<file path="src/rtl/line_raster_engine.sv">
// -----------------------------------------------------------------------------
// line_raster_engine
//
// Bresenham line rasteriser. Line commands (two endpoints plus a colour) are
// queued in a small command FIFO. Each command is drawn in any octant and the
// result is streamed out one pixel per cycle over a valid/ready handshake.
//
// Ports
//   i_clk        rising-edge clock
//   i_rst_n      asynchronous active-low reset (FIFO, FSM and outputs cleared)
//   i_abort      synchronous flush: drops the queued commands and the current line
//   i_cmd_valid  command offered          o_cmd_ready  FIFO not full
//   i_cmd_x0/y0  start point              i_cmd_x1/y1  end point
//   i_cmd_color  line colour (passed through unchanged)
//   o_pix_valid  pixel presented          i_pix_ready  downstream accepts pixel
//   o_pix_x/y    pixel coordinate         o_pix_color  pixel colour
//   o_pix_last   pixel is the line end point
//   o_line_done  one-cycle pulse the cycle after the last pixel is accepted
//   o_busy       a line is in progress or commands are queued
// -----------------------------------------------------------------------------
module line_raster_engine #(
    parameter int XW        = 11,
    parameter int YW        = 10,
    parameter int CW        = 24,
    parameter int CMD_DEPTH = 4
) (
    input  logic          i_clk,
    input  logic          i_rst_n,
    input  logic          i_abort,
    input  logic          i_cmd_valid,
    output logic          o_cmd_ready,
    input  logic [XW-1:0] i_cmd_x0,
    input  logic [YW-1:0] i_cmd_y0,
    input  logic [XW-1:0] i_cmd_x1,
    input  logic [YW-1:0] i_cmd_y1,
    input  logic [CW-1:0] i_cmd_color,
    output logic          o_pix_valid,
    input  logic          i_pix_ready,
    output logic [XW-1:0] o_pix_x,
    output logic [YW-1:0] o_pix_y,
    output logic [CW-1:0] o_pix_color,
    output logic          o_pix_last,
    output logic          o_line_done,
    output logic          o_busy
);

    // Signed working width: one extra bit for the sign, one for 2*err headroom.
    localparam int W  = ((XW > YW) ? XW : YW) + 2;
    localparam int AW = $clog2(CMD_DEPTH);

    typedef struct packed {
        logic [XW-1:0] x0;
        logic [YW-1:0] y0;
        logic [XW-1:0] x1;
        logic [YW-1:0] y1;
        logic [CW-1:0] color;
    } cmd_t;

    typedef enum logic [1:0] {S_IDLE, S_SETUP, S_RUN} state_t;

    // ---------------- command FIFO ----------------
    cmd_t          r_mem [CMD_DEPTH];
    logic [AW:0]   r_wr_ptr;
    logic [AW:0]   r_rd_ptr;
    logic          w_empty;
    logic          w_full;
    logic          w_push;
    logic          w_pop;
    cmd_t          w_head;

    // Extra pointer bit distinguishes full from empty.
    assign w_empty = (r_wr_ptr == r_rd_ptr);
    assign w_full  = (r_wr_ptr[AW] != r_rd_ptr[AW]) &&
                     (r_wr_ptr[AW-1:0] == r_rd_ptr[AW-1:0]);
    // Readiness is plain !full: a pop in the same cycle does not open a slot.
    assign w_push  = i_cmd_valid && !w_full && !i_abort;
    assign w_head  = r_mem[r_rd_ptr[AW-1:0]];

    always_ff @(posedge i_clk) begin
        if (w_push) begin
            r_mem[r_wr_ptr[AW-1:0]] <= '{x0: i_cmd_x0, y0: i_cmd_y0,
                                         x1: i_cmd_x1, y1: i_cmd_y1,
                                         color: i_cmd_color};
        end
    end

    always_ff @(posedge i_clk or negedge i_rst_n) begin
        if (!i_rst_n) begin
            r_wr_ptr <= '0;
            r_rd_ptr <= '0;
        end else if (i_abort) begin
            r_wr_ptr <= '0;
            r_rd_ptr <= '0;
        end else begin
            if (w_push) r_wr_ptr <= r_wr_ptr + 1'b1;
            if (w_pop)  r_rd_ptr <= r_rd_ptr + 1'b1;
        end
    end

    // ---------------- FSM ----------------
    state_t r_state;
    state_t w_state_next;
    logic   w_pix_valid;
    logic   w_last;
    logic   w_accept;

    logic [XW-1:0] r_x;
    logic [YW-1:0] r_y;
    logic [XW-1:0] r_x1;
    logic [YW-1:0] r_y1;
    logic [CW-1:0] r_color;

    assign w_pix_valid = (r_state == S_RUN);
    assign w_last      = w_pix_valid && (r_x == r_x1) && (r_y == r_y1);
    assign w_accept    = w_pix_valid && i_pix_ready;

    always_ff @(posedge i_clk or negedge i_rst_n) begin
        if (!i_rst_n) r_state <= S_IDLE;
        else          r_state <= w_state_next;
    end

    always_comb begin
        w_state_next = r_state;
        w_pop        = 1'b0;
        case (r_state)
            S_IDLE: begin
                if (!w_empty) begin
                    w_pop        = 1'b1;
                    w_state_next = S_SETUP;
                end
            end
            S_SETUP: w_state_next = S_RUN;
            S_RUN:   if (w_accept && w_last) w_state_next = S_IDLE;
            default: w_state_next = S_IDLE;
        endcase
        if (i_abort) begin
            w_pop        = 1'b0;
            w_state_next = S_IDLE;
        end
    end

    // ---------------- Bresenham datapath ----------------
    logic signed [W-1:0] r_dx;     // |x1-x0|
    logic signed [W-1:0] r_dy;     // -|y1-y0|
    logic signed [W-1:0] r_err;
    logic                r_sx_pos; // x steps +1 when set, -1 otherwise
    logic                r_sy_pos;
    logic                r_line_done;

    logic signed [W-1:0] w_xs, w_x1s, w_ys, w_y1s;
    logic signed [W-1:0] w_dx, w_dy;
    logic signed [W:0]   w_e2;
    logic                w_step_x, w_step_y;
    logic signed [W-1:0] w_err_next;

    assign w_xs  = $signed({{(W-XW){1'b0}}, r_x});
    assign w_x1s = $signed({{(W-XW){1'b0}}, r_x1});
    assign w_ys  = $signed({{(W-YW){1'b0}}, r_y});
    assign w_y1s = $signed({{(W-YW){1'b0}}, r_y1});
    assign w_dx  = (w_x1s >= w_xs) ? (w_x1s - w_xs) : (w_xs - w_x1s);
    assign w_dy  = (w_y1s >= w_ys) ? (w_ys - w_y1s) : (w_y1s - w_ys);

    // Both axis decisions use the same e2, so a diagonal step happens in one cycle.
    assign w_e2       = {r_err, 1'b0};
    assign w_step_x   = (w_e2 >= $signed({r_dy[W-1], r_dy}));
    assign w_step_y   = (w_e2 <= $signed({r_dx[W-1], r_dx}));
    assign w_err_next = r_err + (w_step_x ? r_dy : '0) + (w_step_y ? r_dx : '0);

    always_ff @(posedge i_clk or negedge i_rst_n) begin
        if (!i_rst_n) begin
            r_x         <= '0;
            r_y         <= '0;
            r_x1        <= '0;
            r_y1        <= '0;
            r_color     <= '0;
            r_dx        <= '0;
            r_dy        <= '0;
            r_err       <= '0;
            r_sx_pos    <= 1'b0;
            r_sy_pos    <= 1'b0;
            r_line_done <= 1'b0;
        end else begin
            r_line_done <= w_accept && w_last && !i_abort;
            if (w_pop) begin
                // Start point loads straight into the pixel position registers.
                r_x     <= w_head.x0;
                r_y     <= w_head.y0;
                r_x1    <= w_head.x1;
                r_y1    <= w_head.y1;
                r_color <= w_head.color;
            end
            if (r_state == S_SETUP && !i_abort) begin
                r_dx     <= w_dx;
                r_dy     <= w_dy;
                r_err    <= w_dx + w_dy;
                r_sx_pos <= (r_x1 >= r_x);
                r_sy_pos <= (r_y1 >= r_y);
            end
            if (w_accept && !w_last && !i_abort) begin
                r_err <= w_err_next;
                if (w_step_x) r_x <= r_sx_pos ? r_x + XW'(1) : r_x - XW'(1);
                if (w_step_y) r_y <= r_sy_pos ? r_y + YW'(1) : r_y - YW'(1);
            end
        end
    end

    assign o_cmd_ready = !w_full;
    assign o_pix_valid = w_pix_valid;
    assign o_pix_x     = r_x;
    assign o_pix_y     = r_y;
    assign o_pix_color = r_color;
    assign o_pix_last  = w_last;
    assign o_line_done = r_line_done;
    assign o_busy      = (r_state != S_IDLE) || !w_empty;

endmodule
</file>
<file path="config.mk">
export PLATFORM = sky130hd
export DESIGN_NAME = line_raster_engine
export DESIGN_NICKNAME = d
export VERILOG_FILES = /design/src/rtl/line_raster_engine.sv
export SDC_FILE = /design/constraint.sdc
export NUM_CORES = 1
export LEC_CHECK = 0
export BUFFER_PORTS_ARGS = -buffer_cell sky130_fd_sc_hd__buf_2
export CAP_MARGIN = 30
export CORE_UTILIZATION = 45
export CTS_BUF_LIST = sky130_fd_sc_hd__clkbuf_4 sky130_fd_sc_hd__clkbuf_8 sky130_fd_sc_hd__clkbuf_16
export DETAILED_ROUTE_END_ITERATION = 6
export MAX_ROUTING_LAYER = met4
export PLACE_DENSITY = 0.62
export SKIP_CTS_REPAIR_TIMING = 1
export SYNTH_ARGS = -nofsm -noshare
export SYNTH_HDL_FRONTEND = slang
export SYNTH_SLANG_ARGS = --single-unit
</file>
<file path="constraint.sdc">
create_clock -name i_clk -period 9.46 [get_ports i_clk]
set_clock_uncertainty 0.1 [all_clocks]
set_input_delay 0.473 -clock i_clk [delete_from_list [all_inputs] [get_ports i_clk]]
set_output_delay 0.473 -clock i_clk [all_outputs]
set_load 0.02 [all_outputs]
</file>
Word-level counts from Yosys, hierarchy flattened --
Memories as Yosys holds them, arrays and structs flattened. Cells that the tools add are included.
Word-level totals: output and inout port bits 50, register bits 116, word-level logic and storage cells 92, memories kept 1, bits of input ports 71, memory bits (writable) 264
Memories:
- r_mem | words 4, width 66, rd ports 1, clocked after memory_dff 0, wr ports 1, RTL line 62 | cmd_t r_mem [CMD_DEPTH];
Operators by class: add/subtract/negate cells 13, eq/ne operators 9, reduce and logical (&&, ||, !) cells 22, mux-type cells 27, $lt $le $gt $ge 6
Operators by type and width (count):
- 2-to-1 mux 13 bit | 6
- 2-to-1 mux 11 bit | 4
- 2-to-1 mux 10 bit | 4
- adder 13 bit | 3
- subtractor 11 x 11 -> 12 bit | 2
- greater-or-equal comparator 11 bit | 2
- subtractor 10 x 10 -> 11 bit | 2
- greater-or-equal comparator 10 bit | 2
- greater-or-equal comparator 14 x 13 -> 1 bit | 1
- less-or-equal comparator 14 x 13 -> 1 bit | 1
- 2-to-1 mux 3 bit | 4
- adder 11 x 1 -> 11 bit, second input constant | 1
- == test 11 bit | 1
- logical AND 1 bit | 11
- subtractor 11 x 1 -> 11 bit, second input constant | 1
- adder 10 x 1 -> 10 bit, second input constant | 1
- == test 10 bit | 1
- subtractor 10 x 1 -> 10 bit, second input constant | 1
- nonzero test 2 bit | 4
- adder 3 x 1 -> 3 bit, second input constant | 2
- 2-to-1 mux 2 bit | 3
- one-hot mux 2 bit (3 select lines) | 1
- 2-to-1 mux 1 bit | 5
- logical NOT 1 bit | 4
- 10 further kinds | 10

Longest topological paths before layout --
Gate-level depths: netlist of run 1.
depth after elaboration 7, mapped depth 23, mapped depth without buffers 22

Worst setup path after synthesis of run 1 --
No wires, ideal clock.
path type register to register, start register r_err[2], end register r_err[11], cell stages (with the launch flop) 20, slack 4.926 ns, data arrival time 4.348 ns, period minus slack after synthesis 4.534 ns, cell sequence dfrtp_1 ha_1 a211oi_1 nor2_1 o31a_1 nor3_1 a21o_1 or2_2 clkbuf_1 and2_1 fa_1 ha_1 nor2b_1 o21ai_0 a21oi_1 o41ai_1 o21ai_0 xnor2_1 a32o_1 nor3_1
Between the ends: word-level cells in the longest chain between the ends 5
Ends and longest elaborated chain:
- start: declaration | RTL line 145 | logic signed [W-1:0] r_err;
- start signal: assignment | RTL line 195 | r_err <= w_dx + w_dy;
- start signal: assignment | RTL line 200 | r_err <= w_err_next;
- greater-or-equal comparator 14 x 13 -> 1 bit | RTL line 165 | assign w_step_x = (w_e2 >= $signed({r_dy[W-1], r_dy}));
- 2-to-1 mux 13 bit | RTL line 167 | assign w_err_next = r_err + (w_step_x ? r_dy : '0) + (w_step_y ? r_dx : '0);
- adder 13 bit | RTL line 167
- adder 13 bit * | RTL line 167
- 2-to-1 mux 13 bit * | RTL line 199 | if (w_accept && !w_last && !i_abort) begin
Every way passes the cells marked *; elsewhere a longest branch is shown, timed or not. A chain may end at the register's enable or synchronous reset.

Final worst setup path of run 1 --
Same ends and word-level chain as after synthesis.

==> impl_results.md, run 1 <==
* Vias per Instance at approximately 5.5
* Hold_ws at roughly 19 ps
* Failing checks: DRC
* Sink Count at approximately 380
* Detailed Place HPWL at roughly 28,000 um
* Synth top cells by count: 264 x edfxtp_1, 113 x dfrtp_1, 113 x ha_1, 101 x inv_1, 86 x nand2_1
* Post-route setup slack at approximately 4200 ps
* Die Area at 42,600 sq um
* Critical Path RT at around 10000 ps
* Syn_nets at about 1,600
* Startpoint Class: flip-flop
* WP data arrival at 5660 ps
* Seq cells post-synth at approximately 380
* Total number of vias at 11,400
* Seq/Total Area, Yosys at 57.3%
* Gr usage total at around a fifth
* Final Hold Fails at 0
* # setup viols final at 0
* Drt first pass iters at 7
* Post-Route WL at 41,800 um
* Congestion Overflow GR at 0
* EDFF count, synth at ~260
* Routability congestion estimate at between 0.8 and 0.9
* Synth area leader: edfxtp_1
* Iter 0 DRT Violations at 771
* Share of cells above drive strength 1 at around 21%
* DRC at 3
* Die X-Extent at ~210 um
* Clock edge transition at the registers on the reported setup and hold paths at 70 ps
* Hold path start: i_cmd_x1[10]
* Max-Cap Viols at 0
* Post-Route Setup TNS at 0 ps
* Post-synthesis cell count at approximately 1,400
* Pre-CTS WS at 4180 ps
* Finished Cell Area at approximately 21,000 sq um
* Critical Path Sink Type: flip-flop
* Nets at 1,709
* First-pass GRT wire length at around 66,000 um
* CTS tree: yes
* FILL cells at roughly 3,400
* Initial antenna violation count at 5
* Starting density of the core at 45.8%
* Yosys cell types at just under 70
* Pin count of the biggest net entering global routing at 67
* Ys Warns at 0
* Start point of the critical path: r_err[2]$_DFFE_PN0P_
* I/O pins at 121
* CORE AREA at between 40,000 and 50,000 sq um
* Crit-path max FO at 12
* Top cells by area, synth: edfxtp_1 42%, dfrtp_1 15%, mux4_2 7.9%, ha_1 7.5%, fa_1 2.1%
* Layout area overhead at 14.4%
* Critical path class: flip-flop to flip-flop
* Unrepaired setup endpoints after global routing: no
* Rel. slew slack at 38.1%
* Mapped cell area at 18,800 sq um
* Clock Latency Late Sink at between 500 and 600 ps
* H-Tree Depth at 2
* Synth async-reset ratio at 30.0%
* Fin. max-slew vios at 0
* Vias in the first global route at ~12,000
* FP Rows at 74
* Top-area cell type share of the netlist area at a little over two fifths
* FF-to-FF Start: r_err[2]$_DFFE_PN0P_
* Average routed wire per standard cell at between 20 and 25 um
* Hold Crit Class: primary input to flip-flop
* Highest Clock Rate at roughly 190 MHz
* Root Driver: clkbuf_16
* CTS Buffer Depth at 3
* Ys flop type: edfxtp_1
* Count leader, synth: edfxtp_1
* Tmin final at ~5300 ps
* Tcrit/Tclk final at 55.7%
* CTS buffer count at just over 40
* DIE HEIGHT at 206 um
* IO buf count at 120
* Area after DPL at 20,100 sq um
* Slew @ Worst Pin at 916 ps
* Final ANT Viol Nets at 0
* Status: complete, but fails checks
* Syn Area/Cell at around 14 sq um
-- placed cells by master (no fill, tap or decap), types with 64 or more instances in the layout --
cell type	count
nand2_1	86
a21oi_1	76
nor2_1	64
dfrtp_1	111
mux4_2	66
edfxtp_1	264
o21ai_0	73
inv_1	101
ha_1	113
buf_2	119
-- sequential cells by signal, indices dropped and copies added (netlist names) --
signal	flops
r_dy	11
r_state	2
r_dx	12
r_y1	10
o_pix_y	10
o_pix_color	24
o_line_done	1
r_err	13
o_pix_x	11
r_rd_ptr	3
r_mem	264
r_wr_ptr	3
r_sx_pos	1
r_x1	11
r_sy_pos	1
-- per-layer routing --
metal | vias up | global-route usage, % | wire (um)
li1 | 5385 | - | -
met1 | 5650 | 28.6 | 19300
met2 | 257 | 32.9 | 19500
met3 | 61 | 4.23 | 2250
met4 | 0 | 5.25 | 839
met5 | - | - | 0
-- layout make-up --
type	count	area (sq um)	area share [%]
sequential	377	10800	50.1
multi-input combinational	847	7450	34.7
clock buffer	46	1080	5.03
timing repair buffer	137	838	3.90
tap	532	666	3.10
inverter	101	379	1.76
clock inverter	28	303	1.41
antenna	5	12.5	0.0582
-- worst paths after layout --
kind	endpoint	slack [ps]	cells after the start
worst max-delay path	r_err[11]$_DFFE_PN0P_	4190	20
worst min-delay path	r_mem[0][44]$_DFFE_PP_	20	1
worst max register to register	r_err[11]$_DFFE_PN0P_	4190	20
worst min register to register	r_sx_pos$_DFFE_PN0P_	380	2
max in group asynchronous	r_rd_ptr[0]$_DFFE_PN0P_	7750	4
min in group asynchronous	r_state[0]$_DFFE_PN0P_	410	2
-- critical path, stage by stage, from the launching register on --
cell	delay, ps
dfrtp_1	450
ha_1	320
a211oi_1	210
nor2_1	80
o31a_1	310
nor3_1	350
a21o_1	210
or2_2	280
and2_1	190
fa_1	420
ha_1	260
inv_1	80
fa_1	200
nor2b_1	60
o21ai_0	230
a21oi_1	160
o41ai_1	530
o21ai_0	230
xnor2_1	170
a32o_1	200
nor3_1	170
-- logic make-up after synthesis --
logic type | share of synthesized area [%]
DFF | 57.3
and+or+nand+nor | 6.93
AOI/OAI and AO/OA | 8.93
buffers and inverters | 3.18
adders and majority gates | 9.66
muxes | 11.4
xor gates and xnor gates | 2.60
-- stage by stage --
| step | cells | utilization [%] |
|---|---|---|
| floorplan | 1378 | - |
| global placement | 1986 | 48.6 |
| detailed placement | 1991 | 48.9 |
| CTS | 2065 | 52.3 |
| global route | 2073 | 52.4 |
| finish | 2073 | 52.4 |
Power of run 1 is left out: the tool's default activity adds up to more than one toggle a clock period on the data nets, which glitch-free logic cannot reach.
==> inputs of run 2 (changes only) <==
- PLACE_DENSITY: 0.62 -> 0.64
- clock period: 9.46 -> 4.4 ns (I/O delays scaled with it)
==> run 2 against run 1 <==
Compared with the run above:
- the flow finishes with violations (DRC, setup timing)
- worst setup slack worse by 4500 ps
- clock-buffer cell count up 4
- register-to-register slack worse by 4500 ps
- cell count rose by 9.3%
- non-clock buffer count increased by 194
- design area is 8.7% higher
- global-route usage shrank 0.083 points
- sequential cell count did not move
- critical path depth is the same
==> impl_results.md, run 2 (synthesized netlist as in run 1, its figures left out) <==
* Status: complete, but fails checks
* Failing checks: DRC, setup timing
* Met2 wire length at just over 20,000 um
* Most frequent cells in the layout: 264 x edfxtp_1, 132 x buf_4, 119 x buf_2, 109 x dfrtp_1, 107 x ha_1
* Max-Cap Viols at 0
* Initial antenna violation count at 2
* Fin. max-slew vios at 0
* Rel. slew slack at ~39%
* CORE AREA at 41,000 sq um
* Largest register FFs at about 260
* Highest Clock Rate at 214 MHz
* Hold Crit Class: primary input to asynchronous set/reset pin
* Iter 0 DRT Violations at 668
* Slew @ Worst Pin at a little over 900 ps
* Tcrit/Tclk final at 106%
* Layout area overhead at 24.4%
* CTS Buffer Depth at 3
* Final ANT Viol Nets at 0
* Vias in the first global route at 12,200
* Startpoint Class: flip-flop
* Average routed wire per standard cell at about 19 um
* Congestion Overflow GR at 0
* First-pass GRT wire length at 66,800 um
* Routability congestion estimate at 0.869
* CTS buffer count at 41
* Drt first pass iters at 7
* Pin count of the biggest net entering global routing at 64
* Wire length on met3 at 1830 um
* WP data arrival at 5030 ps
* FP Rows at 74
* Total number of vias at ~12,000
* Die X-Extent at between 200 and 250 um
* CTS tree: yes
* Worst Path Buf+Inv at 2
* Unrepaired setup endpoints after global routing: yes
* Detailed Place HPWL at between 20,000 and 30,000 um
* Crit path max-delay family: simple AND/OR/NAND/NOR gates
* Tmin final at between 4000 and 5000 ps
* Nets at between 1,500 and 2,000
* # setup viols final at 3
* Cell Count, Final, Fillers Out at around 2,300
* Share of cells above drive strength 1 at approximately 28%
* M1 WL at approximately 20,000 um
* Worst path cell trace: inv_4 > ha_4 > nand4_1 > nor2_2 > o31a_1 > nor3_2 > a21o_1 > or2_4 > buf_6 > and2_4 > fa_1 > ha_4 > or2_4 > a21oi_2 > a21oi_2 > nand4_1 > nand3_2 > o41ai_2 > xor3_1 > mux2i_1
* FF-to-FF Start: r_dx[11]$_DFFE_PN0P_
* Final Hold Fails at 0
* Top sig layer: met4
* Clock Latency Late Sink at roughly 550 ps
* Critical Path Sink Type: flip-flop
* Die Area at between 40,000 and 50,000 sq um
* Starting density of the core at between 40 and 50%
* Cells on worst reg2reg path at 20
* Clock edge transition at the registers on the reported setup and hold paths at ~60 ps
* H-Tree Depth at 2
* DRC at 2
* Vias per Instance at 5.33
* Critical Path RT at 4760 ps
* Placed insts at 2,109
* DIE HEIGHT at 206 um
* IO buf count at 120
* Post-route setup slack at -266 ps
* Post-Route WL at between 40,000 and 50,000 um
* Sink Count at around 380
* Critical path class: flip-flop to flip-flop
* Commonest non-fill, non-tap cell in the layout: edfxtp_1
* I/O pins at roughly 120
* FILL cells at ~3,300
* Critical R2R Capture: r_err[12]$_DFFE_PN0P_
* Root Driver: clkbuf_16
* CP max stage delay at 580 ps
* Crit-path max FO at 5
* Start point of the critical path: r_dx[11]$_DFFE_PN0P_
* Worst reg2reg setup slack at -270 ps
* Crit path max-delay cell type: fa_1
* Gr usage total at 21.1%
run 2: cell count changes in the layout (fill, tap and decap cells not counted), sizes merged:
| cell | previous run | this run |
|---|---|---|
| diode | 5 | 2 |
| bufinv | 6 | 7 |
| buf | 136 | 261 |
| clkinv | 18 | 15 |
| clkbuf | 46 | 50 |
| dlygate4sd3 | 1 | 70 |
| clkinvlp | 2 | 1 |
run 2: per-layer routing:
layer	vias to the layer above	GRT usage, %
li1	5757	-
met1	6031	28.1
met2	223	32.9
met3	67	4.46
met4	0	5.54
met5	-	-
run 2: through the flow:
stage,utilization [%],instance area [sq um],worst slack [ps],hold slack [ps],setup TNS (ps)
after floorplan,-,18800,15.5,-176,0
after global placement,50.9,20900,-217,262,-511
after detailed placement,51.2,21000,-311,266,-877
after CTS,54.6,22400,-342,-328,-985
after global routing,57.0,23400,-454,238,-1140
final,57.0,23400,-266,192,-364
run 2: worst register-to-register path: cells and delay by family (launching register included):
| kind | cells | cell delay [ps] |
|---|---|---|
| AO/OA/AOI/OAI | 5 | 940 |
| XOR/XNOR | 1 | 460 |
| adder cells (fa/ha/maj) | 3 | 1060 |
| buffers and inverters | 2 | 210 |
| flip-flops | 1 | 390 |
| multiplexers | 1 | 170 |
| AND/OR/NAND/NOR | 8 | 1260 |
run 2: how the worst max path moves through the flow:
stage                                       end  slack [ps]  depth (start not counted)
after floorplan           r_err[11]$_DFFE_PN0P_          20                         18
after global placement    r_err[11]$_DFFE_PN0P_        -220                         21
after detailed placement  r_err[12]$_DFFE_PN0P_        -310                         20
after CTS                 r_err[12]$_DFFE_PN0P_        -340                         20
after global routing      r_err[12]$_DFFE_PN0P_        -450                         19
final                     r_err[12]$_DFFE_PN0P_        -270                         20
run 2: layout make-up:
type	count	area, sq um	share of cell area (%)
tap	532	666	2.85
antenna	2	5.00	0.0214
sequential	377	10800	46.1
inverter	101	382	1.63
timing repair buffer	331	2480	10.6
multi-input combinational	847	7660	32.8
clock buffer	50	1110	4.76
clock inverter	25	305	1.31
Power of run 2 is left out for the same reason.
